===== config.mk =====
export PLATFORM = sky130hd
export DESIGN_NAME = dense_layer_sched_flat
export DESIGN_NICKNAME = d
export VERILOG_FILES = /design/src/rtl/dense_layer_sched_pkg.sv /design/src/rtl/dense_layer_sched_if.sv /design/src/rtl/dense_layer_sched_mac_unit.sv /design/src/rtl/dense_layer_sched.sv /design/src/flat_wrapper.sv
export SDC_FILE = /design/constraint.sdc
export NUM_CORES = 1
export LEC_CHECK = 0
export CORE_ASPECT_RATIO = 0.6
export CORE_MARGIN = 4
export CORE_UTILIZATION = 32
export CTS_CLUSTER_SIZE = 25
export DETAILED_ROUTE_END_ITERATION = 7
export SLEW_MARGIN = 30
export SYNTH_ARGS = -nofsm -noshare
export SYNTH_HDL_FRONTEND = slang
export SYNTH_SLANG_ARGS = --single-unit

===== constraint.sdc =====
create_clock -name clk -period 7.1 [get_ports clk]
set_input_delay 1.065 -clock clk [delete_from_list [all_inputs] [get_ports clk]]
set_output_delay 1.065 -clock clk [all_outputs]
set_load 0.01 [all_outputs]

===== src/rtl/dense_layer_sched_pkg.sv =====
// Shared types and width helpers for the time-multiplexed dense layer sequencer.
package dense_pkg;
  typedef enum logic [2:0] {IDLE, RUN, DRAIN, EMIT, DONE} sched_state_t;

  // Index/address width that never collapses to zero bits.
  function automatic int clog2_min1(input int x);
    return (x <= 2) ? 1 : $clog2(x);
  endfunction
endpackage


===== src/rtl/dense_layer_sched_if.sv =====
// Memory read ports and result stream of the dense layer sequencer.
interface dense_layer_sched_if #(
  parameter int WIDTH = 16,
  parameter int WA    = 4,
  parameter int XA    = 3,
  parameter int BW    = 1,
  parameter int MW    = 2
);
  logic                      w_rd_en;
  logic [WA-1:0]             w_addr;
  logic signed [WIDTH-1:0]   w_data;
  logic                      x_rd_en;
  logic [XA-1:0]             x_addr;
  logic signed [WIDTH-1:0]   x_data;
  logic                      res_valid;
  logic                      res_ready;
  logic signed [2*WIDTH-1:0] res_data;
  logic [BW-1:0]             res_b;
  logic [MW-1:0]             res_m;

  modport master (
    output w_rd_en, w_addr, x_rd_en, x_addr, res_valid, res_data, res_b, res_m,
    input  w_data, x_data, res_ready
  );
  modport slave (
    input  w_rd_en, w_addr, x_rd_en, x_addr, res_valid, res_data, res_b, res_m,
    output w_data, x_data, res_ready
  );
endinterface


===== src/rtl/dense_layer_sched_mac_unit.sv =====
// Single shared signed MAC: full-width product, wrapping 2*WIDTH accumulator.
module mac_unit
  import dense_pkg::*;
#(
  parameter int WIDTH = 16
) (
  input  logic                      clk,
  input  logic                      rst,
  input  logic                      en,
  input  logic                      clr_first,
  input  logic signed [WIDTH-1:0]   a,
  input  logic signed [WIDTH-1:0]   b,
  output logic signed [2*WIDTH-1:0] acc
);
  logic signed [2*WIDTH-1:0] w_prod;

  assign w_prod = a * b;

  // First product of a neuron restarts the sum instead of adding to the stale one.
  always_ff @(posedge clk) begin
    if (rst)     acc <= '0;
    else if (en) acc <= (clr_first ? '0 : acc) + w_prod;
  end
endmodule


===== src/rtl/dense_layer_sched.sv =====
// Sequences a B x M x N dense layer through one MAC, reading weights/inputs
// from 1-cycle-latency memories and streaming results in row-major order.
module dense_layer_sched
  import dense_pkg::*;
#(
  parameter int B     = 2,
  parameter int M     = 3,
  parameter int N     = 4,
  parameter int WIDTH = 16,
  parameter int WA    = clog2_min1(M*N),
  parameter int XA    = clog2_min1(B*N)
) (
  input  logic clk,
  input  logic rst,
  input  logic start,
  output logic busy,
  output logic done,
  dense_layer_sched_if.master bus
);
  localparam int BW = clog2_min1(B);
  localparam int MW = clog2_min1(M);
  localparam int NW = clog2_min1(N);

  sched_state_t r_state, w_next;
  logic [BW-1:0] r_b;
  logic [MW-1:0] r_m;
  logic [NW-1:0] r_n;
  logic r_acc_en, r_acc_first;
  logic w_rd, w_accept, w_last_n, w_last_m, w_last_bm;
  logic signed [2*WIDTH-1:0] w_acc;

  assign w_last_n  = (r_n == NW'(N-1));
  assign w_last_m  = (r_m == MW'(M-1));
  assign w_last_bm = (r_b == BW'(B-1)) && w_last_m;
  assign w_accept  = (r_state == EMIT) && bus.res_ready;

  always_ff @(posedge clk) begin
    if (rst) r_state <= IDLE;
    else     r_state <= w_next;
  end

  always_comb begin
    w_next        = r_state;
    busy          = 1'b0;
    done          = 1'b0;
    w_rd          = 1'b0;
    bus.res_valid = 1'b0;
    case (r_state)
      IDLE:  if (start) w_next = RUN;
      RUN: begin
        busy = 1'b1;
        w_rd = 1'b1;
        if (w_last_n) w_next = DRAIN;
      end
      DRAIN: begin
        busy   = 1'b1;
        w_next = EMIT;
      end
      EMIT: begin
        busy          = 1'b1;
        bus.res_valid = 1'b1;
        if (bus.res_ready) w_next = w_last_bm ? DONE : RUN;
      end
      DONE: begin
        done   = 1'b1;
        w_next = IDLE;
      end
      default: w_next = IDLE;
    endcase
  end

  // Read strobe is delayed one cycle to line up with the returning memory data.
  always_ff @(posedge clk) begin
    if (rst) begin
      r_b         <= '0;
      r_m         <= '0;
      r_n         <= '0;
      r_acc_en    <= 1'b0;
      r_acc_first <= 1'b0;
    end else begin
      r_acc_en    <= w_rd;
      r_acc_first <= w_rd && (r_n == '0);
      if (r_state == IDLE && start) begin
        r_b <= '0;
        r_m <= '0;
        r_n <= '0;
      end else if (w_rd) begin
        r_n <= w_last_n ? '0 : r_n + 1'b1;
      end else if (w_accept) begin
        if (w_last_m) begin
          r_m <= '0;
          r_b <= w_last_bm ? '0 : r_b + 1'b1;
        end else begin
          r_m <= r_m + 1'b1;
        end
      end
    end
  end

  assign bus.w_rd_en  = w_rd;
  assign bus.x_rd_en  = w_rd;
  assign bus.w_addr   = WA'(int'(r_m) * N + int'(r_n));
  assign bus.x_addr   = XA'(int'(r_b) * N + int'(r_n));
  // Accumulator is idle in EMIT, so it doubles as the held result register.
  assign bus.res_data = w_acc;
  assign bus.res_b    = r_b;
  assign bus.res_m    = r_m;

  mac_unit #(.WIDTH(WIDTH)) u_mac (
    .clk       (clk),
    .rst       (rst),
    .en        (r_acc_en),
    .clr_first (r_acc_first),
    .a         (bus.w_data),
    .b         (bus.x_data),
    .acc       (w_acc)
  );
endmodule


===== src/flat_wrapper.sv =====
// flat-port wrapper written by rule: the top's interface ports become plain ports
module dense_layer_sched_flat import dense_pkg::*;
#(
  parameter int B     = 2,
  parameter int M     = 3,
  parameter int N     = 4,
  parameter int WIDTH = 16,
  parameter int WA    = clog2_min1(M*N),
  parameter int XA    = clog2_min1(B*N)
)
  (clk, rst, start, busy, done, bus_w_rd_en, bus_w_addr, bus_x_rd_en, bus_x_addr, bus_res_valid, bus_res_data, bus_res_b, bus_res_m, bus_w_data, bus_x_data, bus_res_ready);
  dense_layer_sched_if #(.WIDTH(WIDTH), .WA(WA), .XA(XA), .BW(1), .MW(2)) bus_i ();
  input  logic clk;
  input  logic rst;
  input  logic start;
  output logic busy;
  output logic done;
  output wire logic [$bits(bus_i.w_rd_en)-1:0] bus_w_rd_en;
  output wire logic [$bits(bus_i.w_addr)-1:0] bus_w_addr;
  output wire logic [$bits(bus_i.x_rd_en)-1:0] bus_x_rd_en;
  output wire logic [$bits(bus_i.x_addr)-1:0] bus_x_addr;
  output wire logic [$bits(bus_i.res_valid)-1:0] bus_res_valid;
  output wire logic [$bits(bus_i.res_data)-1:0] bus_res_data;
  output wire logic [$bits(bus_i.res_b)-1:0] bus_res_b;
  output wire logic [$bits(bus_i.res_m)-1:0] bus_res_m;
  input wire logic [$bits(bus_i.w_data)-1:0] bus_w_data;
  input wire logic [$bits(bus_i.x_data)-1:0] bus_x_data;
  input wire logic [$bits(bus_i.res_ready)-1:0] bus_res_ready;
  assign bus_w_rd_en = bus_i.w_rd_en;
  assign bus_w_addr = bus_i.w_addr;
  assign bus_x_rd_en = bus_i.x_rd_en;
  assign bus_x_addr = bus_i.x_addr;
  assign bus_res_valid = bus_i.res_valid;
  assign bus_res_data = bus_i.res_data;
  assign bus_res_b = bus_i.res_b;
  assign bus_res_m = bus_i.res_m;
  assign bus_i.w_data = bus_w_data;
  assign bus_i.x_data = bus_x_data;
  assign bus_i.res_ready = bus_res_ready;
  dense_layer_sched #(.B(B), .M(M), .N(N), .WIDTH(WIDTH), .WA(WA), .XA(XA)) u_core (.clk(clk), .rst(rst), .start(start), .busy(busy), .done(done), .bus(bus_i));
endmodule

==> flow_metrics.py, run 1 <==
metrics = {
    "yosys": {
        "yosys_register_bits": 42,
        "synthFlopType": "dfxtp_1",
        "syn_inst": 1407,
        "async_reset_ff_share_pct": 0,
        "yosys.area.top_type_share_pct": 45.8,
        "synth_area_leader_cell": "fa_1",
        "ys_types": 56,
        "synthTopCellsByArea": "fa_1 (46%), inv_1 (10%), ha_1 (9.8%), dfxtp_1 (6.6%), and2_1 (6.0%)",
        "seq_area_frac_synth_pct": 6.58,
        "synth-edff-count": 0,
        "synth.most_common_cell": "inv_1",
        "syn_nets": 1835,
        "yosys_warnings": 0,
        "syn_avg_cell_area_um2": 9.08,
        "synth_area_um2": 12800,
        "synth_commonest_cells": "inv_1 (348), fa_1 (292), nand2_1 (140)",
    },
    "critical_path": {
        "worstPathArrival_ps": 7110,
        "criticalPathCategory": "in -> reg",
        "cp-end-kind": "register",
        "worstPathRequired_ps": 7300,
        "crit_path_start_kind": "input port",
        "path_max_fanout": 16,
    },
    "global_route": {
        "grt_max_degree": 53,
        "antenna_found_initial": 0,
        "gr-max-usage-layer": "met1",
        "grt_use_met2_pct": 20.5,
        "grt.total_usage_pct": 16.1,
        "grt_pass1_vias": 9938,
        "use_met3_pct": 3.67,
        "overflow": 0,
        "grt_pass1_wl_mm": 55.8,
        "grtUsageMet1_pct": 27.3,
    },
    "die": {
        "initial_utilization_pct": 32.6,
        "io_pins": 83,
        "die_y_um": 163,
        "core_um2": 39200,
        "rows": 56,
        "die_x_um": 266,
        "die_area_um2": 43300,
    },
    "final_layout": {
        "nets": 1967,
        "antenna_cells": 0,
        "drive_above_1_share_pct": 8.25,
        "final_cell_area_um2": 15100,
        "synthToLayoutAreaGrowth_pct": 18.1,
    },
    "timing": {
        "min_period_ps": 6900,
        "hold_violations": 0,
        "drv_slew": 0,
        "tightest_slew_ps": 907,
        "setup_viol": 0,
        "finalClockSkew_ps": 6.52,
        "fmax_ghz": 0.145,
        "rsz0062_at_grt": "true",
        "period_share_pct": 97.2,
        "whs_ps": 494,
        "worst_slew_margin_rel_pct": 39.6,
    },
    "placement": {
        "postPlaceCellArea_um2": 14900,
        "dp_hpwl_mm": 29.5,
        "numPortBuffers": 82,
        "gp_congestion": 0.869,
    },
    "clock_tree": {
        "cts_tree": "done",
        "cts.root.buffer_cell": "clkbuf_16",
        "clock_path_buffers": 2,
        "htreeDepth": 2,
        "cts_inserted_buffers": 5,
        "clk_latency_ps": 280,
        "clk_pin_slew_ps": 60,
        "cts_hold_buf": 0,
        "cts.sinks": 42,
    },
    "worst_hold_path": {
        "hold_path.class": "reg -> reg",
    },
    "route": {
        "drt_iter0_drc": 655,
        "first_pass_iters": 6,
        "finalWirelength_mm": 33.4,
        "vias_per_cell": 4.55,
        "detail-route-antenna-nets": 0,
        "via_count": 9377,
        "drc": 0,
        "wl_per_cell_um": 16.2,
    },
    "flow_run": {
        "cap_violations": 0,
    },
    "run_status": {
        "status": "completed",
    },
}
==> stage by stage <==
step | cells | utilization, % | setup TNS, ps | worst slack, ps
global route | 2062 | 38.5 | -22.6 | -22.6
detailed placement | 2053 | 37.9 | -310 | -181
floorplan | 1407 | - | 0 | 222
global placement | 2053 | 37.9 | -367 | -148
CTS | 2061 | 38.3 | 0 | 83.4
finish | 2062 | 38.5 | 0 | 196
==> worst max-delay path, cell delays in order <==
cell	delay, ps
clkdlybuf4s50_1	450
buf_12	170
and2_1	170
fa_1	540
inv_1	50
fa_1	460
fa_1	510
inv_1	50
fa_1	550
fa_1	540
inv_1	70
fa_1	480
inv_1	40
ha_1	280
or3_1	370
o211ai_1	190
nand3_1	140
a221o_1	380
a41oi_2	260
xnor2_2	110
a211oi_2	210
==> cell usage in the layout, fill, tap and decap left out, drive strengths merged, types with 14 or more instances in the layout <==
cell,Yosys,layout
inv,348,347
fa,292,292
nand2,140,140
and2,123,123
ha,100,100
buf,9,99
clkdlybuf4s50,0,77
nor2,59,59
dfxtp,42,42
nor2b,33,33
a21oi,21,21
xnor2,21,21
o21ai,18,18
mux2i,17,17
nor3,14,14
==> layout make-up <==
type	count	area [um2]
Sequential cell	42	845
Tap cell	522	653
Timing Repair Buffer	180	1690
Clock inverter	2	12.5
Fill cell	3907	24200
Inverter	348	1310
Multi-Input combinational cell	962	10400
Clock buffer	6	139
==> path summary, 6_finish.rpt <==
kind / start / depth (start not counted) / end / slack [ps]
worst max-delay path: bus_x_data[4] / 21 / u_core.u_mac.acc[31] / 200
worst min register to register: u_core.u_mac.acc[4] / 2 / u_core.u_mac.acc[4] / 490
worst min-delay path: u_core.u_mac.acc[4] / 2 / u_core.u_mac.acc[4] / 490
worst max register to register: u_core.r_acc_first / 17 / u_core.u_mac.acc[31] / 1420
==> registers in the layout (all words and copies together), names as in the netlist <==
| signal | count |
|---|---|
| u_core.r_acc_en | 1 |
| u_core.u_mac.acc | 32 |
| u_core.r_n | 2 |
| u_core.r_acc_first | 1 |
| u_core.bus.res_b | 1 |
| u_core.bus.res_m | 2 |
| u_core.r_state | 3 |
==> kinds of logic (layout without fill, tap and decap cells) <==
| logic type | after synthesis | in the layout | synth area share (%) |
|---|---|---|---|
| adders and majority gates | 392 | 392 | 55.5 |
| AOI/OAI and AO/OA | 102 | 102 | 5.62 |
| and+or+nand+nor | 418 | 418 | 16.6 |
| xor gates and xnor gates | 32 | 32 | 2.19 |
| buffers and inverters | 403 | 536 | 12.0 |
| DFF | 42 | 42 | 6.58 |
| muxes | 18 | 18 | 1.42 |
==> per-layer routing <==
| layer | share of wire (%) | wire length [um] | vias to the layer above |
|---|---|---|---|
| li1 | - | - | 4436 |
| met1 | 54 | 18200 | 4650 |
| met2 | 37 | 12400 | 278 |
| met3 | 8.0 | 2660 | 13 |
| met4 | 0.56 | 187 | 0 |
| met5 | 0 | 0 | - |
==> what timing repair did <==
item / CTS / global route
endpoints found under the setup margin: 0 / 8
setup buffers: 0 / 1
gates resized for setup: 0 / 17
Power of run 1 is not shown: default switching activity piles up to over one toggle a cycle in this logic, so the estimate is an artifact.
==> run 2: changes to the inputs <==
--- a/config.mk
+++ b/config.mk
@@ -10,6 +10,7 @@
 export CORE_UTILIZATION = 32
 export CTS_CLUSTER_SIZE = 25
 export DETAILED_ROUTE_END_ITERATION = 7
+export REMOVE_ABC_BUFFERS = 1
 export SLEW_MARGIN = 30
 export SYNTH_ARGS = -nofsm -noshare
 export SYNTH_HDL_FRONTEND = slang
==> run 2 against run 1 <==
First-iteration DRC count fell by 25%. Fmax rose by 0.62%. Non-clock buffer count rose by 4. Register-to-register slack barely moved. Core utilization barely moved. Critical path depth rose by 3. Flip-flop and latch count did not move. Clock-buffer cell count did not move. Final area barely moved. Sequential share of layout area barely moved. Critical path type unchanged. Critical endpoint is now u_core.u_mac.acc[29].
==> flow_metrics.py, run 2 (same netlist as run 1, synthesis figures left out) <==
metrics = {
    "timing": {
        "drv_slew": 0,
        "setup_slack_ps": 238,
        "worst_slew_margin_rel_pct": 57.9,
        "finalClockSkew_ps": 9.70,
        "tightest_slew_ps": 632,
        "hold_violations": 0,
        "rsz0062_at_grt": "true",
        "whs_ps": 482,
        "period_share_pct": 96.6,
        "setup_viol": 0,
        "fmax_ghz": 0.146,
        "min_period_ps": 6860,
    },
    "route": {
        "vias_per_cell": 4.47,
        "wl_per_cell_um": 15.7,
        "drt_iter0_drc": 492,
        "drc": 0,
        "via_count": 9229,
        "finalWirelength_mm": 32.3,
        "first_pass_iters": 5,
        "detail-route-antenna-nets": 0,
    },
    "run_status": {
        "status": "completed",
    },
    "global_route": {
        "grt_pass1_vias": 10200,
        "grt.total_usage_pct": 15.7,
        "overflow": 0,
        "antenna_found_initial": 0,
        "grt_max_degree": 53,
        "grt_pass1_wl_mm": 55.0,
    },
    "critical_path": {
        "worst_r2r_path_depth": 18,
        "worstPathArrival_ps": 7030,
        "worstPathRequired_ps": 7270,
        "cp_top_family": "adder cells",
        "slowest_stage": "fa_1",
        "cp-end-kind": "register",
        "path_buf_inv": 8,
        "crit_path_start_kind": "input port",
        "crit_path_max_incr_delay_ps": 530,
        "path_depth": 24,
        "crit_top_cell": "fa_1",
        "criticalPathCategory": "in -> reg",
        "reg2reg_slack_ps": 1410,
        "path_cells": "clkdlybuf4s50_1 -> buf_6 -> nand2_2 -> inv_1 -> fa_1 -> buf_4 -> fa_1 -> inv_1 -> fa_1 -> inv_1 -> fa_1 -> fa_1 -> inv_1 -> fa_1 -> inv_1 -> ha_1 -> nor3_1 -> a211oi_2 -> nand3_1 -> a31oi_1 -> and3_1 -> nor3_2 -> o21ai_0 -> or3b_2",
        "path_max_fanout": 6,
    },
    "die": {
        "die_y_um": 163,
        "initial_utilization_pct": 32.6,
        "die_x_um": 266,
        "core_um2": 39200,
        "io_pins": 83,
        "rows": 56,
        "die_area_um2": 43300,
    },
    "placement": {
        "numPortBuffers": 82,
        "gp_congestion": 0.858,
        "dp_hpwl_mm": 29.1,
        "dpl_worst_slack_ps": -191,
    },
    "final_layout": {
        "multi_input_comb_area_um2": 10400,
        "nets": 1971,
        "final_common_cell": "inv_1",
        "largest_reg_flops": 32,
        "fillers": 3886,
        "synthToLayoutAreaGrowth_pct": 18.1,
        "drive_above_1_share_pct": 8.42,
        "antenna_cells": 0,
        "top_register": "u_core.u_mac.acc",
        "final_cell_mix": "inv_1 (348), fa_1 (290), nand2_1 (137)",
        "ff_latch_area_um2": 842,
        "reg.largest.list": "u_core.u_mac.acc: 32 flops, u_core.r_state: 3 flops",
    },
    "worst_hold_path": {
        "hold_path.class": "reg -> reg",
        "worstHoldPathCells": 2,
    },
    "clock_tree": {
        "cts_hold_buf": 0,
        "cts_tree": "done",
        "cts_inserted_buffers": 5,
        "cts_resized": 0,
        "clk_latency_ps": 290,
        "clk_pin_slew_ps": 70,
        "post_cts_buffers": 0,
        "cts.sinks": 42,
        "clock_path_buffers": 2,
        "htreeDepth": 2,
        "cts.root.buffer_cell": "clkbuf_16",
    },
    "flow_run": {
        "cap_violations": 0,
    },
}
[run 2: final timing paths]
path,start,endpoint
setup reg to reg,u_core.r_acc_first,u_core.u_mac.acc[24]
hold / removal,u_core.u_mac.acc[19],u_core.u_mac.acc[19]
hold reg to reg,u_core.u_mac.acc[19],u_core.u_mac.acc[19]
setup / recovery,bus_w_data[15],u_core.u_mac.acc[29]
[run 2: worst register-to-register path: cells and delay by family, from the launching register on]
kind | cells | cell delay (ps)
AOI/OAI and AO/OA | 7 | 1480
adders and majority gates | 6 | 2710
buffers and inverters | 3 | 460
DFF | 1 | 670
and+or+nand+nor | 2 | 250
[run 2: through the flow]
step / utilization [%] / std cells / TNS (ps) / cell area (um2)
floorplan: - / 1352 / 0 / 12500
finish: 38.5 / 2066 / 0 / 15100
global route: 38.5 / 2066 / -6.87 / 15100
global placement: 37.9 / 2058 / -477 / 14900
CTS: 38.3 / 2066 / 0 / 15000
detailed placement: 37.9 / 2058 / -682 / 14900
[run 2: layer usage]
| metal | GRT usage (%) | wire length (um) | vias to the layer above |
|---|---|---|---|
| met5 | 0 | 0 | - |
| met4 | 2.67 | 363 | 0 |
| met3 | 2.82 | 1900 | 24 |
| met2 | 22.0 | 12900 | 183 |
| met1 | 25.2 | 17200 | 4580 |
| li1 | - | - | 4442 |
[run 2: cell type report]
| class | count | share of cell area (%) |
|---|---|---|
| tap | 522 | 4.33 |
| timing repair buffer | 184 | 11.3 |
| multi-input combinational | 962 | 69.2 |
| clock buffer | 6 | 0.854 |
| sequential | 42 | 5.58 |
| clock inverter | 2 | 0.0912 |
| inverter | 348 | 8.65 |
Power of run 2 is left out for the same reason.
